<file path="config.mk">
export PLATFORM = sky130hd
export DESIGN_NAME = la_capture_ctrl
export DESIGN_NICKNAME = d
export VERILOG_FILES = /design/src/rtl/la_pkg.sv /design/src/rtl/la_mod_counter.sv /design/src/rtl/la_capture_ctrl.sv
export SDC_FILE = /design/constraint.sdc
export NUM_CORES = 1
export LEC_CHECK = 0
export ABC_AREA = 1
export CAP_MARGIN = 20
export CORE_MARGIN = 3
export CORE_UTILIZATION = 25
export DETAILED_ROUTE_END_ITERATION = 12
export PLACE_DENSITY = 0.48
export SLEW_MARGIN = 25
export SYNTH_ARGS = -nofsm -noshare
export SYNTH_HDL_FRONTEND = slang
export SYNTH_HIERARCHICAL = 1
export SYNTH_SLANG_ARGS = --single-unit
</file>
<file path="constraint.sdc">
create_clock -name PCI_CLK -period 2.65 [get_ports PCI_CLK]
set_input_delay 0.3975 -clock PCI_CLK [delete_from_list [all_inputs] [get_ports PCI_CLK]]
set_output_delay 0.3975 -clock PCI_CLK [all_outputs]
set_load 0.005 [all_outputs]
</file>
<file path="src/rtl/la_pkg.sv">
// Shared definitions for the logic-analyser capture controller.
// Contents:
//   LA_ADDR_W  - default acquisition-RAM address width
//   la_state_t - capture FSM state encoding (visible on the state output)
package la_pkg;

    localparam int LA_ADDR_W = 8;

    typedef enum logic [2:0] {
        ST_IDLE  = 3'd0,
        ST_PRE   = 3'd1,
        ST_ARMED = 3'd2,
        ST_POST  = 3'd3,
        ST_DONE  = 3'd4
    } la_state_t;

endpackage

</file>
<file path="src/rtl/la_mod_counter.sv">
// Wrapping up-counter used as the acquisition-RAM write pointer.
// Ports:
//   PCI_CLK  - clock
//   PCI_RSTn - synchronous active-low reset, forces q to 0
//   clr      - synchronous clear (wins over en)
//   en       - advance by one, wrapping modulo 2^W
//   q        - current count
module la_mod_counter #(
    parameter int W = 8
) (
    input  logic         PCI_CLK,
    input  logic         PCI_RSTn,
    input  logic         clr,
    input  logic         en,
    output logic [W-1:0] q
);

    always_ff @(posedge PCI_CLK) begin
        if (!PCI_RSTn)  q <= '0;
        else if (clr)   q <= '0;
        else if (en)    q <= q + W'(1);
    end

endmodule

</file>
<file path="src/rtl/la_capture_ctrl.sv">
// Capture controller for a circular acquisition RAM: writes a pre-trigger
// window, waits for a trigger, writes a post-trigger window, then reports
// where the trigger and the oldest valid sample landed.
// Ports:
//   PCI_CLK, PCI_RSTn     - clock, synchronous active-low reset
//   arm, abort, clr       - host control (start / cancel / readout finished)
//   trigger               - qualified trigger, sampled every cycle
//   cfg_pre, cfg_post     - pre/post-trigger sample counts
//   ram_we, ram_waddr     - acquisition-RAM write port
//   trig_addr, start_addr - trigger sample address, oldest valid sample
//   busy, done, cfg_err   - status; state exposes the FSM encoding
module la_capture_ctrl
    import la_pkg::*;
#(
    parameter int ADDR_W = LA_ADDR_W
) (
    input  logic              PCI_CLK,
    input  logic              PCI_RSTn,
    input  logic              arm,
    input  logic              abort,
    input  logic              trigger,
    input  logic              clr,
    input  logic [ADDR_W-1:0] cfg_pre,
    input  logic [ADDR_W-1:0] cfg_post,
    output logic              ram_we,
    output logic [ADDR_W-1:0] ram_waddr,
    output logic [ADDR_W-1:0] trig_addr,
    output logic [ADDR_W-1:0] start_addr,
    output logic              busy,
    output logic              done,
    output logic              cfg_err,
    output logic [2:0]        state
);

    la_state_t         state_q, state_d;
    logic [ADDR_W-1:0] cnt_q;           // shared pre/post down-counter
    logic [ADDR_W-1:0] pre_q, post_q;   // configuration latched at arm
    logic [ADDR_W:0]   cfg_sum;
    logic              arm_seen;        // arm is considered in this state
    logic              cfg_over;
    logic              accept;
    logic              trig_hit;
    logic              acq_state;

    assign cfg_sum   = {1'b0, cfg_pre} + {1'b0, cfg_post};
    // Windows that together exceed the RAM depth minus one would overwrite
    // the pre-trigger data, so such an arm is refused.
    assign cfg_over  = cfg_sum[ADDR_W];
    assign arm_seen  = arm && !abort && (state_q == ST_IDLE || state_q == ST_DONE);
    assign accept    = arm_seen && !cfg_over;
    assign trig_hit  = (state_q == ST_ARMED) && trigger && !abort;
    assign acq_state = (state_q == ST_PRE) || (state_q == ST_ARMED) || (state_q == ST_POST);

    // The reset term keeps the RAM untouched in the cycle an acquisition is
    // abandoned by reset.
    assign ram_we = PCI_RSTn && acq_state && !abort;
    assign state  = state_q;

    la_mod_counter #(.W(ADDR_W)) u_waddr (
        .PCI_CLK  (PCI_CLK),
        .PCI_RSTn (PCI_RSTn),
        .clr      (accept),
        .en       (ram_we),
        .q        (ram_waddr)
    );

    always_comb begin
        state_d = state_q;
        if (abort) begin
            state_d = ST_IDLE;
        end else begin
            case (state_q)
                ST_IDLE: begin
                    if (accept) state_d = (cfg_pre == '0) ? ST_ARMED : ST_PRE;
                end
                ST_DONE: begin
                    // arm (even a refused one) takes priority over clr
                    if (arm) begin
                        if (accept) state_d = (cfg_pre == '0) ? ST_ARMED : ST_PRE;
                    end else if (clr) begin
                        state_d = ST_IDLE;
                    end
                end
                ST_PRE: begin
                    if (cnt_q == ADDR_W'(1)) state_d = ST_ARMED;
                end
                ST_ARMED: begin
                    if (trigger) state_d = (post_q == '0) ? ST_DONE : ST_POST;
                end
                ST_POST: begin
                    if (cnt_q == ADDR_W'(1)) state_d = ST_DONE;
                end
                default: state_d = ST_IDLE;
            endcase
        end
    end

    always_ff @(posedge PCI_CLK) begin
        if (!PCI_RSTn) begin
            state_q    <= ST_IDLE;
            cnt_q      <= '0;
            pre_q      <= '0;
            post_q     <= '0;
            trig_addr  <= '0;
            start_addr <= '0;
            busy       <= 1'b0;
            done       <= 1'b0;
            cfg_err    <= 1'b0;
        end else begin
            state_q <= state_d;
            cfg_err <= arm_seen && cfg_over;
            busy    <= (state_d == ST_PRE) || (state_d == ST_ARMED) || (state_d == ST_POST);
            done    <= (state_d == ST_DONE);

            if (accept) begin
                pre_q  <= cfg_pre;
                post_q <= cfg_post;
                cnt_q  <= cfg_pre;
            end else if (trig_hit) begin
                cnt_q  <= post_q;
            end else if (ram_we && (state_q == ST_PRE || state_q == ST_POST)) begin
                cnt_q  <= cnt_q - ADDR_W'(1);
            end

            if (trig_hit) begin
                trig_addr  <= ram_waddr;
                start_addr <= ram_waddr - pre_q;
            end
        end
    end

endmodule
</file>
==> impl_metrics.env, run 1 <==
export IMPL_routed_wirelength_um=7900
export IMPL_cell_internal_pwr_w=0.00134
export IMPL_cp_start_kind="primary input"
export IMPL_power_switching_w=0.000531
export IMPL_dr_pass1_iters=7
export IMPL_timing_rr_end="start_addr[6]$_SDFFE_PN0P_"
export IMPL_syn_area_per_cell_um2=7.17
export IMPL_io_pins=53
export IMPL_critPathBufInv=3
export IMPL_setup_tns_ns=0
export IMPL_worstRegToRegCells=10
export IMPL_fp_row_count=39
export IMPL_critPathMostFrequentCell="clkdlybuf4s50_1"
export IMPL_outcome="complete, no violations"
export IMPL_grt_pass1_vias=2769
export IMPL_ant_nets=0
export IMPL_synth_edf_count=0
export IMPL_grt_pass1_wl_um=13600
export IMPL_drtIter0Drc=92
export IMPL_nFillCells=1223
export IMPL_swShare=0.284
export IMPL_power_density_mw_per_mm2=493
export IMPL_die_height_um=115
export IMPL_crit_cells=5
export IMPL_initial_utilization=0.257
export IMPL_hold_path_class="register to register"
export IMPL_area_growth_pct=28.2
export IMPL_root_buffer="clkbuf_16"
export IMPL_gp_congestion=0.815
export IMPL_synth_nets=453
export IMPL_cp_max_fo=4
export IMPL_vdd_drop_max_mv=0.289
export IMPL_drive_gt1_frac=0.0853
export IMPL_numCtsBuffers=5
export IMPL_clockBufferDepth=2
export IMPL_path_clk_slew_ns=0.07
export IMPL_final_common_cell="nand2_1"
export IMPL_setup_viol=0
export IMPL_cp_end_kind="output port"
export IMPL_antenna_found_initial=0
export IMPL_final_hold_viol_count=0
export IMPL_layout_common_cells="92 x nand2_1, 54 x dfxtp_1, 52 x clkdlybuf4s50_1"
export IMPL_power_frac_comb=0.185
export IMPL_die_w_um=115
export IMPL_yosys_warnings=6
export IMPL_rrSetupSlack_ns=0.54
export IMPL_cp_startpoint="abort"
export IMPL_holdBufCountCts=0
export IMPL_yosysSeqAreaShare=0.365
export IMPL_vias=2755
export IMPL_rsz0062_at_grt="no"
export IMPL_grt_max_degree=32
export IMPL_cts_sinks=54
export IMPL_cts_resized=0
export IMPL_grt_util_all_layers=0.126
export IMPL_synth_distinct_cells=33
export IMPL_r2r_start="u_waddr/q[0]$_SDFFE_PP0P_"
export IMPL_drc=0
export IMPL_path_class="primary input to output port"
export IMPL_p_leak_nw=1.61
export IMPL_slew_headroom=0.549
export IMPL_path_cells="clkdlybuf4s50_1, inv_1, nand3_1, nor2_1, clkdlybuf4s50_1"
export IMPL_required_ns=2.25
export IMPL_cts_setup_buffers=0
export IMPL_drv_slew=0
export IMPL_skew_ns=0.00461
export IMPL_h_tree_depth=2
export IMPL_diodes=0
export IMPL_avgRoutedWirePerCell_um=12.9
export IMPL_clkLatencyLatePin_ns=0.29
export IMPL_fin_nets=508
export IMPL_syn_area_mm2=0.00296
export IMPL_worst_pin_slew_ns=0.676
export IMPL_min_period_over_period=0.877
export IMPL_syn_instance_count=413
export IMPL_hpwlAfterDp_um=5990
export IMPL_total_power_w=0.00187
export IMPL_drv_cap=0
export IMPL_crit_arrival_ns=1.93
export IMPL_cp_slowest_cell="clkdlybuf4s50_1"
export IMPL_cts_tree="done"
export IMPL_max_freq_mhz=430
export IMPL_vias_per_cell=4.50
export IMPL_clockPowerShare=0.358
export IMPL_synth_seq_cells=54
export IMPL_gr_total_overflow=0
export IMPL_core_area_mm2=0.0115
export IMPL_dp_slack_ns=0.0540
export IMPL_ys_flop_type="dfxtp_1"
export IMPL_fin_util=0.330
export IMPL_fin_crit_ns=2.32
export IMPL_critPathTopFamily="buffers and inverters"
export IMPL_pwr_share_seq=0.456
export IMPL_die_area_mm2=0.0132
export IMPL_io_buffers=52
export IMPL_max_stage_delay_ns=0.57
export IMPL_async_flop_share=0
export IMPL_setup_ws_ns=0.325
export IMPL_crit_end="ram_we"
[state kept, by name (all words and copies together) (netlist names)]
name        count
busy            1
trig_addr       8
cnt_q           8
u_waddr/q       8
pre_q           8
post_q          8
state           3
done            1
start_addr      8
cfg_err         1
[final cells by class]
| cell class | count | area (um^2) | area share |
|---|---|---|---|
| timing repair buffer | 62 | 596 | 0.157 |
| inverter | 55 | 209 | 0.0550 |
| tap | 143 | 179 | 0.0471 |
| multi-input combinational | 290 | 1580 | 0.417 |
| clock inverter | 3 | 26.3 | 0.00692 |
| sequential | 54 | 1080 | 0.285 |
| clock buffer | 5 | 125 | 0.0329 |
[power groups by stage]
stage	clock network (W)	registers [W]	logic [W]
4_1_cts	0.000695	0.000854	0.000354
3_5_place_dp	0	0.000873	0.000351
3_3_place_gp	0	0.000873	0.000349
6_report	0.000671	0.000854	0.000347
2_1_floorplan	0	0.000869	0.000238
5_1_grt	0.000734	0.000858	0.000402
[cell usage after synthesis, drive strengths merged, types with 2 or more instances]
cell / number / area share
clkbuf: 5 / 0.0063
inv: 55 / 0.071
a21oi: 54 / 0.095
o21bai: 2 / 0.0051
nor3: 7 / 0.019
nand3: 12 / 0.025
o21ai: 38 / 0.064
nand2: 97 / 0.13
o211ai: 4 / 0.010
dfxtp: 54 / 0.36
nand4: 7 / 0.015
buf: 9 / 0.024
xor2: 7 / 0.021
xnor2: 2 / 0.0059
nor2: 38 / 0.055
ha: 17 / 0.072
[how the worst min path moves through the flow]
stage                                      endpoint                 startpoint  cells past startpoint
final                     trig_addr[5]$_SDFFE_PN0P_  trig_addr[5]$_SDFFE_PN0P_                      2
after global routing      trig_addr[6]$_SDFFE_PN0P_  trig_addr[6]$_SDFFE_PN0P_                      2
after CTS                 trig_addr[6]$_SDFFE_PN0P_  trig_addr[6]$_SDFFE_PN0P_                      2
after detailed placement      pre_q[2]$_SDFFE_PN0P_      pre_q[2]$_SDFFE_PN0P_                      2
after global placement        pre_q[6]$_SDFFE_PN0P_      pre_q[6]$_SDFFE_PN0P_                      2
after floorplan               pre_q[6]$_SDFFE_PN0P_      pre_q[6]$_SDFFE_PN0P_                      2
[metrics by stage]
stage	instance area (um^2)	hold WS, ns	instances
after floorplan	2960	0.439	413
after global placement	3650	0.454	604
after detailed placement	3650	0.456	604
after CTS	3800	0.472	612
after global routing	3800	0.489	612
final	3800	0.470	612
[worst register-to-register path: stages, from the launching register on]
cell	delay, ns
dfxtp_1	0.44
inv_1	0.11
ha_1	0.23
fa_1	0.40
o21ai_0	0.29
nand2_1	0.09
nand2_1	0.07
a21oi_1	0.07
xnor2_1	0.13
o21bai_1	0.12
inv_1	0.05
[kinds of logic after synthesis]
logic type                 synth area share
buffers and inverters                 0.101
adders and majority gates            0.0785
and+or+nand+nor                       0.247
xor gates and xnor gates             0.0266
DFF                                   0.365
AOI/OAI and AO/OA                     0.182
[metal layers]
layer  vias to the layer above  track usage  part of all wire
li1                       1452            -                 -
met1                      1244        0.175              0.49
met2                        53        0.204              0.46
met3                         6       0.0226             0.036
met4                         0       0.0274            0.0095
met5                         -            0                 0
Note: power is estimated with default switching activity, not from simulation.
==> run 2: changes to the inputs <==
Settings changed: DONT_BUFFER_PORTS set to 1, PLACE_DENSITY 0.48 to 0.42, SLEW_MARGIN 25 to 20.
==> impl_metrics.env, run 2 (synthesis gave the netlist of run 1 again) <==
export IMPL_cell_internal_pwr_w=0.00139
export IMPL_vdd_drop_max_mv=0.236
export IMPL_skew_ns=0.00677
export IMPL_setup_tns_ns=0
export IMPL_drive_gt1_frac=0.0782
export IMPL_required_ns=2.84
export IMPL_path_clk_slew_ns=0.07
export IMPL_cp_start_kind="register"
export IMPL_drc=0
export IMPL_cts_setup_buffers=0
export IMPL_ant_nets=0
export IMPL_drv_cap=0
export IMPL_dp_slack_ns=0.461
export IMPL_cts_sinks=54
export IMPL_power_switching_w=0.000499
export IMPL_antenna_found_initial=0
export IMPL_power_frac_comb=0.150
export IMPL_die_area_mm2=0.0132
export IMPL_fp_row_count=39
export IMPL_grt_max_degree=32
export IMPL_fin_crit_ns=2.16
export IMPL_grt_pass1_wl_um=13100
export IMPL_grt_pass1_vias=2560
export IMPL_pwr_share_seq=0.452
export IMPL_initial_utilization=0.257
export IMPL_dr_pass1_iters=4
export IMPL_p_leak_nw=1.39
export IMPL_clkLatencyLatePin_ns=0.29
export IMPL_io_buffers=0
export IMPL_total_power_w=0.00189
export IMPL_vias_per_cell=4.60
export IMPL_layout_common_cells="92 x nand2_1, 54 x dfxtp_1, 51 x inv_1, 51 x a21oi_1, 34 x nor2_1"
export IMPL_numCtsBuffers=5
export IMPL_core_area_mm2=0.0115
export IMPL_diodes=0
export IMPL_root_buffer="clkbuf_16"
export IMPL_whs_ns=0.178
export IMPL_cp_max_fo=6
export IMPL_path_class="register to register"
export IMPL_swShare=0.264
export IMPL_avgRoutedWirePerCell_um=14.3
export IMPL_routed_wirelength_um=7900
export IMPL_final_hold_viol_count=0
export IMPL_drv_slew=0
export IMPL_die_w_um=115
export IMPL_gr_total_overflow=0
export IMPL_outcome="complete, no violations"
export IMPL_die_height_um=115
export IMPL_cp_end_kind="register"
export IMPL_grt_util_all_layers=0.125
export IMPL_rsz0062_at_grt="no"
export IMPL_setup_ws_ns=0.493
export IMPL_fin_nets=448
export IMPL_h_tree_depth=2
export IMPL_drtIter0Drc=76
export IMPL_area_growth_pct=9.21
export IMPL_clockPowerShare=0.398
export IMPL_min_period_over_period=0.814
export IMPL_power_density_mw_per_mm2=585
export IMPL_holdBufCountCts=0
export IMPL_hold_path_class="primary input to register"
export IMPL_setup_viol=0
export IMPL_final_common_cell="nand2_1"
export IMPL_clockBufferDepth=2
export IMPL_hpwlAfterDp_um=5890
export IMPL_cts_tree="done"
export IMPL_cts_resized=0
export IMPL_worst_pin_slew_ns=0.701
export IMPL_io_pins=53
export IMPL_gp_congestion=0.861
export IMPL_max_freq_mhz=464
export IMPL_crit_arrival_ns=2.35
export IMPL_slew_headroom=0.532
export IMPL_vias=2539
## run 2: worst max-delay path, stage by stage (launching register included)
cell	delay, ns
dfxtp_1	0.46
inv_1	0.11
ha_1	0.23
fa_1	0.40
o21ai_0	0.30
nand2_1	0.10
nand2_1	0.07
a21oi_1	0.07
xnor2_1	0.14
o21bai_1	0.12
inv_1	0.05
## run 2: final cells by class
class                           instances  area [um^2]
Timing Repair Buffer                    2         15.0
Clock buffer                            5          125
Multi-Input combinational cell        290         1580
Sequential cell                        54         1080
Fill cell                            1268         8280
Tap cell                              143          179
Inverter                               55          209
Clock inverter                          3         43.8
## run 2: final timing paths
path,depth (start not counted),end,slack [ns],start
setup reg to reg,10,start_addr[6]$_SDFFE_PN0P_,0.49,u_waddr/q[0]$_SDFFE_PP0P_
hold reg to reg,2,pre_q[5]$_SDFFE_PN0P_,0.47,pre_q[5]$_SDFFE_PN0P_
setup / recovery,10,start_addr[6]$_SDFFE_PN0P_,0.49,u_waddr/q[0]$_SDFFE_PP0P_
hold / removal,1,state[2]$_SDFF_PN0_,0.18,abort
## run 2: power by group through the flow
stage	clock network [W]	registers, W	logic [W]
after floorplan	0	0.000869	0.000238
after global placement	0	0.000874	0.000283
after detailed placement	0	0.000874	0.000285
after CTS	0.000788	0.000855	0.000287
after global routing	0.000814	0.000859	0.000334
final	0.000753	0.000855	0.000285
## run 2: per-stage QoR
step | std cells | instance area [um^2] | util
3_3_place_gp | 544 | 3070 | 0.266
3_5_place_dp | 544 | 3070 | 0.266
6_report | 552 | 3240 | 0.281
2_1_floorplan | 413 | 2960 | -
5_1_grt | 552 | 3240 | 0.281
4_1_cts | 552 | 3240 | 0.281
## run 2: per-layer routing
metal	up-vias	GRT usage	part of all wire
li1	1327	-	-
met1	1148	0.153	0.44
met2	54	0.219	0.49
met3	10	0.0289	0.054
met4	0	0.0368	0.016
met5	-	0	0
